--- src/rtl/packet_decoder_if.sv ---
// Byte-stream bus around the packet decoder: upstream frame bytes in,
// payload beats out. The decoder sits on the slave side.
interface packet_decoder_if;
   logic [7:0] in_data;
   logic       in_valid;
   logic       in_ready;
   logic [7:0] out_data;
   logic       out_valid;
   logic       out_ready;
   logic       out_last;

   modport master (
      output in_data, in_valid, out_ready,
      input  in_ready, out_data, out_valid, out_last
   );

   modport slave (
      input  in_data, in_valid, out_ready,
      output in_ready, out_data, out_valid, out_last
   );
endinterface

--- src/rtl/packet_decoder.sv ---
// Receive-side frame decoder: dest, N, N payload bytes, XOR parity.
// Payload is buffered and replayed downstream only for good frames
// addressed to this node or broadcast; everything else is flagged and dropped.
module packet_decoder #(
   parameter logic [7:0] MY_ADDR    = 8'h05,
   parameter logic [7:0] BCAST_ADDR = 8'hFF,
   parameter int         CNT_W      = 16
) (
   input  logic             i_clk,
   input  logic             i_rst,
   packet_decoder_if.slave  bus,
   output logic [7:0]       o_pkt_dest,
   output logic [7:0]       o_pkt_len,
   output logic             o_pkt_ok,
   output logic             o_parity_err,
   output logic             o_addr_drop,
   output logic [CNT_W-1:0] o_good_cnt,
   output logic [CNT_W-1:0] o_err_cnt
);

   typedef enum logic [2:0] {
      S_ADDR, S_LEN, S_PAYLOAD, S_PARITY, S_SEND
   } state_t;

   state_t           r_state, w_next;
   logic [7:0]       r_dest, r_len, r_par, r_wptr, r_rptr;
   logic [7:0]       r_buf [256];
   logic [7:0]       r_pkt_dest, r_pkt_len;
   logic             r_pkt_ok, r_parity_err, r_addr_drop;
   logic [CNT_W-1:0] r_good_cnt, r_err_cnt;

   logic       w_in_ready, w_in_fire, w_out_valid, w_out_fire;
   logic       w_par_ok, w_addr_ok;
   logic [7:0] w_last_idx;

   // The last payload index is only meaningful when N != 0; N == 0 never
   // reaches PAYLOAD or SEND, so the wrap to 8'hFF is harmless.
   assign w_last_idx  = r_len - 8'd1;
   assign w_in_ready  = !i_rst && (r_state != S_SEND);
   assign w_in_fire   = bus.in_valid && w_in_ready;
   assign w_out_valid = (r_state == S_SEND);
   assign w_out_fire  = w_out_valid && bus.out_ready;
   assign w_par_ok    = (bus.in_data == r_par);
   assign w_addr_ok   = (r_dest == MY_ADDR) || (r_dest == BCAST_ADDR);

   assign bus.in_ready  = w_in_ready;
   assign bus.out_valid = w_out_valid;
   // Buffer contents are not reset, so gate the read to keep out_data at 0
   // whenever no beat is being presented.
   assign bus.out_data  = w_out_valid ? r_buf[r_rptr] : 8'h00;
   assign bus.out_last  = w_out_valid && (r_rptr == w_last_idx);

   assign o_pkt_dest   = r_pkt_dest;
   assign o_pkt_len    = r_pkt_len;
   assign o_pkt_ok     = r_pkt_ok;
   assign o_parity_err = r_parity_err;
   assign o_addr_drop  = r_addr_drop;
   assign o_good_cnt   = r_good_cnt;
   assign o_err_cnt    = r_err_cnt;

   // State register.
   always_ff @(posedge i_clk) begin
      if (i_rst) r_state <= S_ADDR;
      else       r_state <= w_next;
   end

   // Next-state: walk the frame fields, then replay accepted payload.
   always_comb begin
      w_next = r_state;
      case (r_state)
         S_ADDR:    if (w_in_fire) w_next = S_LEN;
         S_LEN:     if (w_in_fire) w_next = (bus.in_data == 8'h00) ? S_PARITY : S_PAYLOAD;
         S_PAYLOAD: if (w_in_fire && (r_wptr == w_last_idx)) w_next = S_PARITY;
         S_PARITY:  if (w_in_fire)
                       w_next = (w_par_ok && w_addr_ok && (r_len != 8'h00)) ? S_SEND : S_ADDR;
         S_SEND:    if (w_out_fire && (r_rptr == w_last_idx)) w_next = S_ADDR;
         default:   w_next = S_ADDR;
      endcase
   end

   // Frame fields, running parity, pointers, status pulses and counters.
   always_ff @(posedge i_clk) begin
      if (i_rst) begin
         r_dest       <= 8'h00;
         r_len        <= 8'h00;
         r_par        <= 8'h00;
         r_wptr       <= 8'h00;
         r_rptr       <= 8'h00;
         r_pkt_dest   <= 8'h00;
         r_pkt_len    <= 8'h00;
         r_pkt_ok     <= 1'b0;
         r_parity_err <= 1'b0;
         r_addr_drop  <= 1'b0;
         r_good_cnt   <= '0;
         r_err_cnt    <= '0;
      end else begin
         r_pkt_ok     <= 1'b0;
         r_parity_err <= 1'b0;
         r_addr_drop  <= 1'b0;
         case (r_state)
            S_ADDR: if (w_in_fire) begin
               r_dest <= bus.in_data;
               r_par  <= bus.in_data;
            end
            S_LEN: if (w_in_fire) begin
               r_len  <= bus.in_data;
               r_par  <= r_par ^ bus.in_data;
               r_wptr <= 8'h00;
            end
            S_PAYLOAD: if (w_in_fire) begin
               r_par  <= r_par ^ bus.in_data;
               r_wptr <= r_wptr + 8'd1;
            end
            S_PARITY: if (w_in_fire) begin
               if (!w_par_ok) begin
                  r_parity_err <= 1'b1;
                  if (r_err_cnt != '1) r_err_cnt <= r_err_cnt + CNT_W'(1);
               end else if (!w_addr_ok) begin
                  r_addr_drop <= 1'b1;
               end else begin
                  r_pkt_ok   <= 1'b1;
                  r_pkt_dest <= r_dest;
                  r_pkt_len  <= r_len;
                  r_rptr     <= 8'h00;
                  if (r_good_cnt != '1) r_good_cnt <= r_good_cnt + CNT_W'(1);
               end
            end
            S_SEND: if (w_out_fire) r_rptr <= r_rptr + 8'd1;
            default: ;
         endcase
      end
   end

   // Payload storage; no reset, stale bytes are never read back.
   always_ff @(posedge i_clk) begin
      if (!i_rst && (r_state == S_PAYLOAD) && w_in_fire)
         r_buf[r_wptr] <= bus.in_data;
   end

endmodule

--- src/flat_wrapper.sv ---
// flat-port wrapper written by rule: the top's interface ports become plain ports
module packet_decoder_flat 
#(
   parameter logic [7:0] MY_ADDR    = 8'h05,
   parameter logic [7:0] BCAST_ADDR = 8'hFF,
   parameter int         CNT_W      = 16
)
  (i_clk, i_rst, o_pkt_dest, o_pkt_len, o_pkt_ok, o_parity_err, o_addr_drop, o_good_cnt, o_err_cnt, bus_in_data, bus_in_valid, bus_out_ready, bus_in_ready, bus_out_data, bus_out_valid, bus_out_last);
  packet_decoder_if bus_i ();
  input  logic i_clk;
  input  logic i_rst;
  output logic [7:0] o_pkt_dest;
  output logic [7:0] o_pkt_len;
  output logic o_pkt_ok;
  output logic o_parity_err;
  output logic o_addr_drop;
  output logic [CNT_W-1:0] o_good_cnt;
  output logic [CNT_W-1:0] o_err_cnt;
  input wire logic [$bits(bus_i.in_data)-1:0] bus_in_data;
  input wire logic [$bits(bus_i.in_valid)-1:0] bus_in_valid;
  input wire logic [$bits(bus_i.out_ready)-1:0] bus_out_ready;
  output wire logic [$bits(bus_i.in_ready)-1:0] bus_in_ready;
  output wire logic [$bits(bus_i.out_data)-1:0] bus_out_data;
  output wire logic [$bits(bus_i.out_valid)-1:0] bus_out_valid;
  output wire logic [$bits(bus_i.out_last)-1:0] bus_out_last;
  assign bus_i.in_data = bus_in_data;
  assign bus_i.in_valid = bus_in_valid;
  assign bus_i.out_ready = bus_out_ready;
  assign bus_in_ready = bus_i.in_ready;
  assign bus_out_data = bus_i.out_data;
  assign bus_out_valid = bus_i.out_valid;
  assign bus_out_last = bus_i.out_last;
  packet_decoder #(.MY_ADDR(MY_ADDR), .BCAST_ADDR(BCAST_ADDR), .CNT_W(CNT_W)) u_core (.i_clk(i_clk), .i_rst(i_rst), .bus(bus_i), .o_pkt_dest(o_pkt_dest), .o_pkt_len(o_pkt_len), .o_pkt_ok(o_pkt_ok), .o_parity_err(o_parity_err), .o_addr_drop(o_addr_drop), .o_good_cnt(o_good_cnt), .o_err_cnt(o_err_cnt));
endmodule
--- config.mk ---
export PLATFORM = sky130hd
export DESIGN_NAME = packet_decoder_flat
export DESIGN_NICKNAME = d
export VERILOG_FILES = /design/src/rtl/packet_decoder_if.sv /design/src/rtl/packet_decoder.sv /design/src/flat_wrapper.sv
export SDC_FILE = /design/constraint.sdc
export NUM_CORES = 2
export LEC_CHECK = 0
export CAP_MARGIN = 20
export CORE_MARGIN = 5
export CORE_UTILIZATION = 30
export CTS_CLUSTER_SIZE = 40
export DETAILED_ROUTE_END_ITERATION = 12
export SETUP_SLACK_MARGIN = 0.02
export SLEW_MARGIN = 20
export SYNTH_ARGS = -nofsm -noshare
export SYNTH_HDL_FRONTEND = slang
export SYNTH_SLANG_ARGS = --single-unit
export TNS_END_PERCENT = 100
--- constraint.sdc ---
create_clock -name i_clk -period 2.85 [get_ports i_clk]
set_input_delay 0.57 -clock i_clk [delete_from_list [all_inputs] [get_ports i_clk]]
set_output_delay 0.57 -clock i_clk [all_outputs]
set_load 0.01 [all_outputs]
==> results.json <==
{
  "status": "complete, but fails checks",
  "violations": "setup timing",
  "dp_hpwl_mm": 167.8,
  "yosysTopAreaCellShare_pct": 72.80,
  "finalWorstSetupSlack_ns": -1.597,
  "cp.arrival_ns": 3.88,
  "setup-violations-final": 9,
  "fmax_ghz": 0.2249,
  "ant_nets": 0,
  "io_buffers": 73,
  "ctsRootBufferMaster": "clkbuf_16",
  "cts_inserted_buffers": 215,
  "max_stage_delay_ns": 0.50,
  "wire_per_inst_um": 26.91,
  "slowest_stage": "or4_1",
  "drt_pass1_iterations": 6,
  "avgSynthCellArea_um2": 18.83,
  "dieArea_um2": 292300,
  "clockBufferDepth": 3,
  "synth_fp_nets": 4508,
  "clkTransAtPathRegs_ns": 0.06,
  "grtUsageTotal_pct": 16.72,
  "drv_cap": 0,
  "drv_slew": 0,
  "maxSlewHeadroom_pct": 19.26,
  "setup_tns_ns": -12.34,
  "min-delay-path-class": "input port to flop",
  "min_period_ns": 4.447,
  "synth_edf_count": 2048,
  "pin_count": 74,
  "grt_pass1_wl_mm": 356.8,
  "rows": 194,
  "drc": 0,
  "fill_cells": 25240,
  "gp_congestion": 0.9000,
  "place_ws_ns": -1.515,
  "drive_above_1_share_pct": 34.26,
  "async_reset_ff_share_pct": 0,
  "grt-ovfl-total": 0,
  "yosys-top-cells-count": "edfxtp_1 (2048), mux4_2 (389), nor2_1 (371)",
  "path_cells": "buf_12 > buf_16 > mux4_2 > nor3_1 > or4_1 > or4_1 > or4_1 > buf_6 > o22ai_4 > buf_6",
  "initial_core_util_pct": 30.18,
  "ir_drop_mv": 0.5303,
  "area_growth_syn_to_layout_pct": 26.11,
  "startpoint_type": "flop",
  "cts_htree_levels": 4,
  "grt_max_degree": 160,
  "skew_ns": 0.06272,
  "dieWidth_um": 540.7,
  "yosysMostFrequentCell": "edfxtp_1",
  "finalHoldViolations": 0,
  "synth.ff_latch_count": 2150,
  "whs_ns": 0.08868,
  "power_leakage_nw": 33.16,
  "critPathKind": "flop to output port",
  "ys_warn_count": 0,
  "fin_cells": 9322,
  "nNetsFinal": 5436,
  "powerDensity_nw_per_um2": 598.6,
  "synth_cell_types": 75,
  "syn_area_um2": 84480,
  "viasPerCell": 5.157,
  "synth_area_leader_cell": "edfxtp_1",
  "vias": 48080,
  "clk_latency_ns": 0.88,
  "die_h_um": 540.7,
  "ys_seq_area_share_pct": 75.22,
  "cts_tree": "done",
  "dp_cells": 8865,
  "clock_sinks": 2150,
  "synthTopCellsByArea": "edfxtp_1 (73%), mux4_2 (10%), mux2i_1 (3.2%)",
  "routed_wirelength_mm": 250.8,
  "synthCells": 4487,
  "tightest_slew_ns": 1.211,
  "drtIter0Drc": 5579,
  "synth_ff_type": "edfxtp_1",
  "grt_pass1_vias": 47790,
  "cp.required_ns": 2.28,
  "coreArea_um2": 279900,
  "crit_path_frequent_cell": "or4_1",
  "post-route-period-util_pct": 156.0,
  "end_kind": "output port",
  "grt_antenna_before_repair": 7,
  "cts_hold_buf": 0,
  "utilization_pct": 38.07,
  "rsz0062_at_grt": "yes",
  "cp_max_fo": 6
}
registers in the layout (all words and copies together) (netlist names), 3 cells and up, named ones only:
signal	cells
u_core.o_pkt_dest	8
u_core.r_rptr	8
u_core.o_err_cnt	16
u_core.r_dest	8
u_core.r_state	3
u_core.o_pkt_len	8
u_core.r_len	8
u_core.r_par	8
u_core.o_good_cnt	16
u_core.r_buf	2048
u_core.r_wptr	8
stage by stage:
stage | area (um^2) | total power [mW]
floorplan | 85390 | 35.39
global placement | 97560 | 36.09
detailed placement | 97570 | 36.13
CTS | 106000 | 64.29
global route | 106500 | 65.69
finish | 106500 | 63.77
layout make-up:
| type | count | area [um^2] | share of cell area [%] |
|---|---|---|---|
| Antenna cell | 5 | 12.51 | 0.01174 |
| Clock buffer | 258 | 5593 | 5.250 |
| Clock inverter | 137 | 1473 | 1.382 |
| Inverter | 17 | 66.31 | 0.06224 |
| Multi-Input combinational cell | 2051 | 21230 | 19.93 |
| Sequential cell | 2150 | 63560 | 59.66 |
| Tap cell | 3724 | 4659 | 4.374 |
| Timing Repair Buffer | 980 | 9941 | 9.331 |
kinds of logic after synthesis:
logic type / Yosys count / share of synthesized area [%]
muxes: 682 / 13.87
and+or+nand+nor: 813 / 4.520
adders and majority gates: 9 / 0.1333
xor gates and xnor gates: 45 / 0.6147
buffers and inverters: 286 / 1.625
AOI/OAI and AO/OA: 502 / 4.018
DFF: 2150 / 75.22
worst paths after layout:
check	depth (start not counted)	endpoint	start	slack, ns
min	2	u_core.r_buf[232][7]$_DFFE_PP_	bus_in_data[7]	0.09
max	10	bus_out_data[1]	flop	-1.60
min reg2reg	2	u_core.o_pkt_dest[7]$_SDFFE_PP0P_	u_core.o_pkt_dest[7]$_SDFFE_PP0P_	0.46
max reg2reg	9	u_core.r_rptr[2]$_SDFFE_PP0P_	u_core.r_state[2]$_SDFFE_PP0P_	0.09
routing by layer:
layer	GRT usage [%]	up-vias	routed length, um
met5	0	-	33
met3	2.873	390	19820
met1	22.57	25300	100400
met4	5.629	4	8776
li1	-	20250	-
met2	27.46	2128	121800
cells in the final DEF, fill, tap and decap left out, types with 13 or more instances in the layout:
cell type / netlist / routed
dfxtp_1: 102 / 91
a21oi_1: 110 / 101
bufinv_16: 0 / 23
clkinv_2: 0 / 42
nand2_1: 137 / 129
o22ai_2: 2 / 13
clkbuf_16: 0 / 218
nand4_1: 31 / 31
o21ai_0: 76 / 65
nor2_4: 0 / 81
o22ai_1: 71 / 53
edfxtp_1: 2048 / 2048
mux4_2: 389 / 389
clkinv_1: 0 / 41
mux2_2: 20 / 19
a211oi_1: 38 / 26
mux2i_1: 273 / 272
buf_6: 4 / 35
nor2_1: 371 / 267
xnor2_1: 22 / 22
xor2_1: 14 / 14
o221ai_1: 81 / 70
nor2_2: 0 / 23
a22oi_1: 33 / 30
or3_1: 24 / 21
and3_1: 17 / 16
nor4_1: 32 / 16
buf_4: 54 / 710
clkbuf_1: 134 / 39
clkdlybuf4s50_1: 0 / 53
inv_1: 17 / 15
nand3_1: 49 / 42
buf_12: 0 / 148
nor3_1: 67 / 62
power by group:
group          switching, mW  leakage, nW  internal (mW)  total [mW]
logic                  0.705         10.5          0.174       0.879
clock network           12.2         3.44           16.1        28.3
registers             0.0152         19.2           34.6        34.6
critical path, delay by kind of cell (launching register included):
kind | cells | cell delay [ns]
buf+inv | 4 | 0.63
simple gates | 4 | 1.53
mux | 1 | 0.34
flops | 1 | 0.38
compound gates | 1 | 0.11
repair_timing:
action / CTS / global route
setup buffers: 34 / 18
endpoints found under the setup margin: 19 / 416
gates cloned: 8 / 2
gates resized for setup: 189 / 101
pin swaps: 34 / 40
No activity file was read; power rests on OpenSTA's default activity.
